## config.mk

```make
export PLATFORM = sky130hd
export DESIGN_NAME = counter_mod
export DESIGN_NICKNAME = d
export VERILOG_FILES = /design/src/rtl/counter_pkg.sv /design/src/rtl/counter_tc.sv /design/src/rtl/counter_mod.sv
export SDC_FILE = /design/constraint.sdc
export NUM_CORES = 1
export LEC_CHECK = 0
export ABC_AREA = 1
export BUFFER_PORTS_ARGS = -buffer_cell sky130_fd_sc_hd__buf_2
export CORE_UTILIZATION = 55
export DETAILED_ROUTE_END_ITERATION = 6
export GPL_ROUTABILITY_DRIVEN = 0
export PLACE_DENSITY = 0.86
export SLEW_MARGIN = 20
export SYNTH_ARGS = -nofsm -noshare
export SYNTH_HDL_FRONTEND = slang
export SYNTH_SLANG_ARGS = --single-unit
```

## constraint.sdc

```tcl
create_clock -name clk -period 3.1 [get_ports clk]
set_clock_uncertainty 0.1 [all_clocks]
set_input_delay 0.62 -clock clk [delete_from_list [all_inputs] [get_ports clk]]
set_output_delay 0.62 -clock clk [all_outputs]
set_load 0.02 [all_outputs]
```

## src/rtl/counter_pkg.sv

```systemverilog
// counter_pkg: direction constants and terminal-count helper shared by the counter slice
package counter_pkg;
    localparam logic CNT_UP = 1'b1;
    localparam logic CNT_DOWN = 1'b0;
    function automatic logic [31:0] max_count(input int width, input int modulus);
        return 32'(modulus - 1) & ((width >= 32) ? 32'hffff_ffff : ((32'd1 << width) - 32'd1));
    endfunction
endpackage

```

## src/rtl/counter_tc.sv

```systemverilog
// counter_tc: terminal-count detect, suppressed while a higher-priority command is active
module counter_tc
    import counter_pkg::*;
#(
    parameter int WIDTH = 8,
    parameter logic [WIDTH-1:0] MAX = '1
) (
    input  logic [WIDTH-1:0] nums,
    input  logic             up,
    input  logic             en,
    input  logic             block,
    output logic             cout
);
    assign cout = en && !block && ((up == CNT_UP) ? (nums == MAX) : (nums == '0));
endmodule

```

## src/rtl/counter_mod.sv

```systemverilog
// counter_mod: modulo up/down counter with load, clear, saturate option and sticky overflow
module counter_mod
    import counter_pkg::*;
#(
    parameter int WIDTH = 8,
    parameter int MODULUS = 2 ** WIDTH,
    parameter int SATURATE = 0
) (
    input  logic             clk,
    input  logic             rst,
    input  logic             clr,
    input  logic             load,
    input  logic [WIDTH-1:0] load_val,
    input  logic             en,
    input  logic             up,
    output logic [WIDTH-1:0] nums,
    output logic             cout,
    output logic             ovf
);
    localparam logic [WIDTH-1:0] MAX = WIDTH'(max_count(WIDTH, MODULUS));
    logic [WIDTH-1:0] step;
    logic [WIDTH-1:0] wrap;
    assign step = (up == CNT_UP) ? nums + WIDTH'(1) : nums - WIDTH'(1);
    assign wrap = (SATURATE != 0) ? nums : ((up == CNT_UP) ? '0 : MAX);
    counter_tc #(.WIDTH(WIDTH), .MAX(MAX)) u_tc (
        .nums  (nums),
        .up    (up),
        .en    (en),
        .block (rst | clr | load),
        .cout  (cout)
    );
    // cout already implies en with no higher-priority command, so it selects wrap vs step
    always_ff @(posedge clk) begin
        if (rst || clr) begin
            nums <= '0;
            ovf  <= 1'b0;
        end else if (load) begin
            nums <= (load_val > MAX) ? MAX : load_val;
        end else if (en) begin
            nums <= cout ? wrap : step;
            ovf  <= ovf | cout;
        end
    end
endmodule

```

=== Word level (Yosys, flattened, before mapping) ===
Cells that the tools add are included.

* Add/subtract/negate cells: 2
* $mul: 0
* Divide/modulo/power cells: 0
* Order comparisons: 1
* Eq/ne operators: 1
* Shifts and indexed selects: 0
* Mux-type cells: 7
* Bitwise operators: 4
* Reduce and logical (&&, ||, !) cells: 7

{| class="wikitable"
|+ Operator list
! operator !! number
|-
| 2-to-1 mux 8 bit || 6
|-
| adder 8 x 1 -> 8 bit (second input constant) || 1
|-
| == test 8 bit (second input constant) || 1
|-
| > comparator 8 bit (second input constant) || 1
|-
| zero test 8 bit || 1
|-
| subtractor 8 x 1 -> 8 bit (second input constant) || 1
|-
| OR 1 bit || 3
|-
| logical AND 1 bit || 2
|-
| AND reduction 2 bit || 1
|-
| nonzero test 2 bit || 1
|-
| zero test 1 bit || 1
|-
| logical OR 1 bit || 1
|-
| 2-to-1 mux 1 bit || 1
|-
| inverter 1 bit || 1
|}

* Flip-flop bits (word level): 9
* Bits in latches: 0
* RAM bits: 0
* Memory bits (read-only): 0
* Input bits: 14
* Memories: 0

=== Longest topological paths before layout ===
* Word-level depth: 8
* Gate-level depth with buffers: 12
* Depth with buffers taken out: 12

=== Cells and area by module ===
Synthesis repeated with hierarchy kept, for this count alone.

* Cells, all modules: 138
* Area total of the unflattened synthesis: 858.3 um^2

{| class="wikitable"
|+ By module, submodules not included
! module !! instances !! cells each !! area an instance (um^2) !! seq. area each (um^2)
|-
| counter_mod || 1 || 119 || 784.5 || 180.2
|-
| counter_tc || 1 || 19 || 73.8 || 0.0
|}

=== Worst setup path after synthesis ===
OpenSTA, ideal clock, no wires.

* Kind: input to output
* From: input clr
* To: output cout
* Arrival: 1.401 ns
* Data required time: 2.380 ns
* Slack: 0.979 ns
* Stages on the path: 5
* Buffers on the path: 1
* Path through: or2_1 -> buf_6 -> nor2_8 -> nand3_2 -> inv_1

* Cells in the longest elaborated chain, start to end: 5

{| class="wikitable"
|+ Ends and longest elaborated chain
! element !! RTL line !! text
|-
| start: declaration || counter_mod.sv:11 || <nowiki>input logic clr,</nowiki>
|-
| OR 1 bit (2 in a row) || counter_mod.sv:29 || <nowiki>.block (rst | clr | load),</nowiki>
|-
| zero test 1 bit || counter_tc.sv:14 || <nowiki>assign cout = en && !block && ((up == CNT_UP) ? (nums == MAX) : (nums == '0));</nowiki>
|-
| logical AND 1 bit (2 in a row) || counter_tc.sv:14 ||
|-
| end: declaration || counter_mod.sv:17 || <nowiki>output logic cout,</nowiki>
|}

Every way passes these cells.

=== Worst setup path after layout ===
Same ends and word-level chain as after synthesis.

==> flow_metrics.py <==
metrics = {
    "clocking": {
        "insertion_delay_ns": 0.26,
        "cts_setup_buffers": 0,
        "ctsHoldBuffers": 0,
        "cts_tree": "done",
        "cts_inserted_buffers": 3,
        "clk_pin_slew_ns": 0.06,
        "clockBufferDepth": 2,
        "root_buffer": "clkbuf_4",
        "htreeDepth": 1,
        "cts_sinks": 9,
        "post_cts_resized": 0,
    },
    "route": {
        "wire_per_inst_um": 11.8,
        "via_count": 944,
        "route.detailed.drc": 0,
        "first_pass_iters": 4,
        "initialDrtViolationCount": 25,
        "wl_um": 2110,
        "viasPerCell": 5.30,
        "ant_nets": 0,
    },
    "global_routing": {
        "grt_overflow": 0,
        "grt_usage": 0.259,
        "grt_max_degree": 10,
        "grt_pass1_wl_um": 3510,
        "grt_pass1_vias": 852,
        "antenna_found_initial": 0,
    },
    "sta": {
        "timing.final.crit_share": 0.808,
        "setup_viol": 0,
        "max-slew-margin-rel": 0.610,
        "max_freq_ghz": 0.399,
        "tightest_slew_ns": 0.582,
        "hold_viol_final": 0,
        "drv_slew": 0,
        "rsz0062_at_grt": "no",
        "setup_tns_ns": 0,
        "period_minus_slack_ns": 2.51,
    },
    "logic_synthesis": {
        "netlist-cell-type-count": 24,
        "synth_top_area_cell": "nand2_1",
        "synth_seq_cells": 9,
        "synth_cells": 137,
        "synthTopCellsByArea": "nand2_1, dfxtp_1, ha_1, inv_1, a22oi_1",
        "syn_avg_cell_area_um2": 6.41,
        "ys_seq_area_frac": 0.205,
        "synth_nets": 158,
        "yosysWarningCount": 0,
        "netlist_area_um2": 878,
        "synth.top_cell.area_share": 0.218,
    },
    "die": {
        "core_mm2": 0.00151,
        "ios": 24,
        "fp.dieH_um": 42.0,
        "num_rows": 14,
        "die_w_um": 42.0,
        "dieArea_mm2": 0.00176,
        "start_util": 0.583,
    },
    "hold_path": {
        "hold_class": "register to register",
        "min_path_cells": 2,
    },
    "final_layout": {
        "layout_common_cells": "nand2_1, buf_2, inv_1",
        "final_common_cell": "nand2_1",
        "finalNetCount": 184,
        "area_growth_pct": 15.8,
        "final_cells": 178,
        "drive_above_1_share": 0.210,
        "antenna_cells": 0,
    },
    "critical_path": {
        "slowest_delay_ns": 0.40,
        "crit_required_ns": 2.38,
        "critPathSlowestCell": "or2_1",
        "cp.depth": 6,
        "arrival_ns": 1.79,
        "path_delay_family": "simple AND/OR/NAND/NOR gates",
        "crit_top_cell": "buf_2",
        "critPathBufInv": 3,
        "end_kind": "primary output",
        "r2r_cells": 9,
        "crit_fanout": 9,
        "critPathKind": "primary input to primary output",
        "start_kind": "primary input",
        "cp_cell_sequence": "buf_2 -> or2_1 -> nor2_8 -> nand3_2 -> inv_1 -> buf_2",
    },
    "pwr": {
        "p_comb_frac": 0.339,
        "pwr-share-clk": 0.271,
        "power_density_mw_per_mm2": 324,
        "power.internal_w": 0.000214,
        "seqPwrFrac": 0.390,
        "p_leak_nw": 0.601,
        "ir_drop_mv": 0.375,
        "swShare": 0.349,
        "p_switching_w": 0.000115,
    },
    "place": {
        "place_hpwl_um": 1660,
        "io_buffers": 23,
        "place_inst": 174,
    },
    "run": {
        "maxCapViolCount": 0,
    },
    "outcome": {
        "status": "finished clean",
    },
}
==> per-stage QoR <==
stage / power, W / util / hold WS (ns) / setup WS (ns) / area (um2)
finish: 0.000330 / 0.675 / 0.352 / 0.595 / 1020
global route: 0.000352 / 0.675 / 0.383 / 0.563 / 1020
CTS: 0.000332 / 0.675 / 0.354 / 0.608 / 1020
detailed placement: 0.000241 / 0.658 / 0.340 / 0.610 / 991
global placement: 0.000238 / 0.658 / 0.337 / 0.651 / 991
floorplan: 0.000215 / - / 0.426 / 0.979 / 878
==> path summary, 6_finish.rpt <==
path / from / slack, ns / end
max: clr / 0.59 / cout
min reg2reg: ovf$_SDFFE_PP0P_ / 0.35 / ovf$_SDFFE_PP0P_
max reg2reg: nums[1]$_SDFFE_PP0P_ / 1.37 / nums[6]$_SDFFE_PP0P_
min: ovf$_SDFFE_PP0P_ / 0.35 / ovf$_SDFFE_PP0P_
==> Yosys cell counts <==
cell	count
inv_2	1
inv_1	15
nand2_2	2
nand3b_1	2
ha_1	6
or2_2	1
nand3_1	7
nor2_1	12
nand4_1	1
a21oi_1	9
a22oi_1	7
a21oi_2	1
xor2_1	2
o21ai_1	1
dfxtp_1	9
nand2_1	51
xnor2_1	2
fa_1	1
buf_6	2
nand3_2	1
or2_1	1
o21ai_0	1
nand4_4	1
nor2_8	1
==> routing by layer <==
| metal | routed length [um] | share of wire | global-route usage |
|---|---|---|---|
| met5 | 0 | 0 | 0 |
| met4 | 21 | 0.010 | 0.0774 |
| met3 | 99 | 0.047 | 0.0652 |
| met2 | 1040 | 0.50 | 0.469 |
| met1 | 940 | 0.45 | 0.296 |
==> kinds of logic after synthesis <==
kind of cell	share of synthesized area
DFF	0.205
buffers and inverters	0.0940
AOI/OAI and AO/OA	0.132
xor gates and xnor gates	0.0399
adders and majority gates	0.108
and+or+nand+nor	0.420
==> power by group through the flow <==
stage	registers [W]	logic [W]	clock network, W
floorplan	0.000136	0.0000792	0
global placement	0.000131	0.000107	0
detailed placement	0.000131	0.000110	0
CTS	0.000128	0.000111	0.0000922
global route	0.000129	0.000125	0.0000979
finish	0.000129	0.000112	0.0000893
==> cell type report <==
| class | instances | area [um2] |
|---|---|---|
| fillers | 138 | 489 |
| clock buffers | 4 | 26.3 |
| repair buffers | 23 | 115 |
| well taps | 16 | 20.0 |
| multi-input cells | 110 | 616 |
| inverters | 16 | 60.1 |
| flip-flops and latches | 9 | 180 |
==> flip-flops by register name, indices dropped and copies added (netlist names) <==
signal	count
ovf	1
nums	8
==> tightest hold or removal path, cell delays in order (launching register included) <==
cell	delay (ns)
dfxtp_1	0.31
nand2_1	0.06
nand2_1	0.04
No activity file was read; power rests on OpenSTA's default activity.
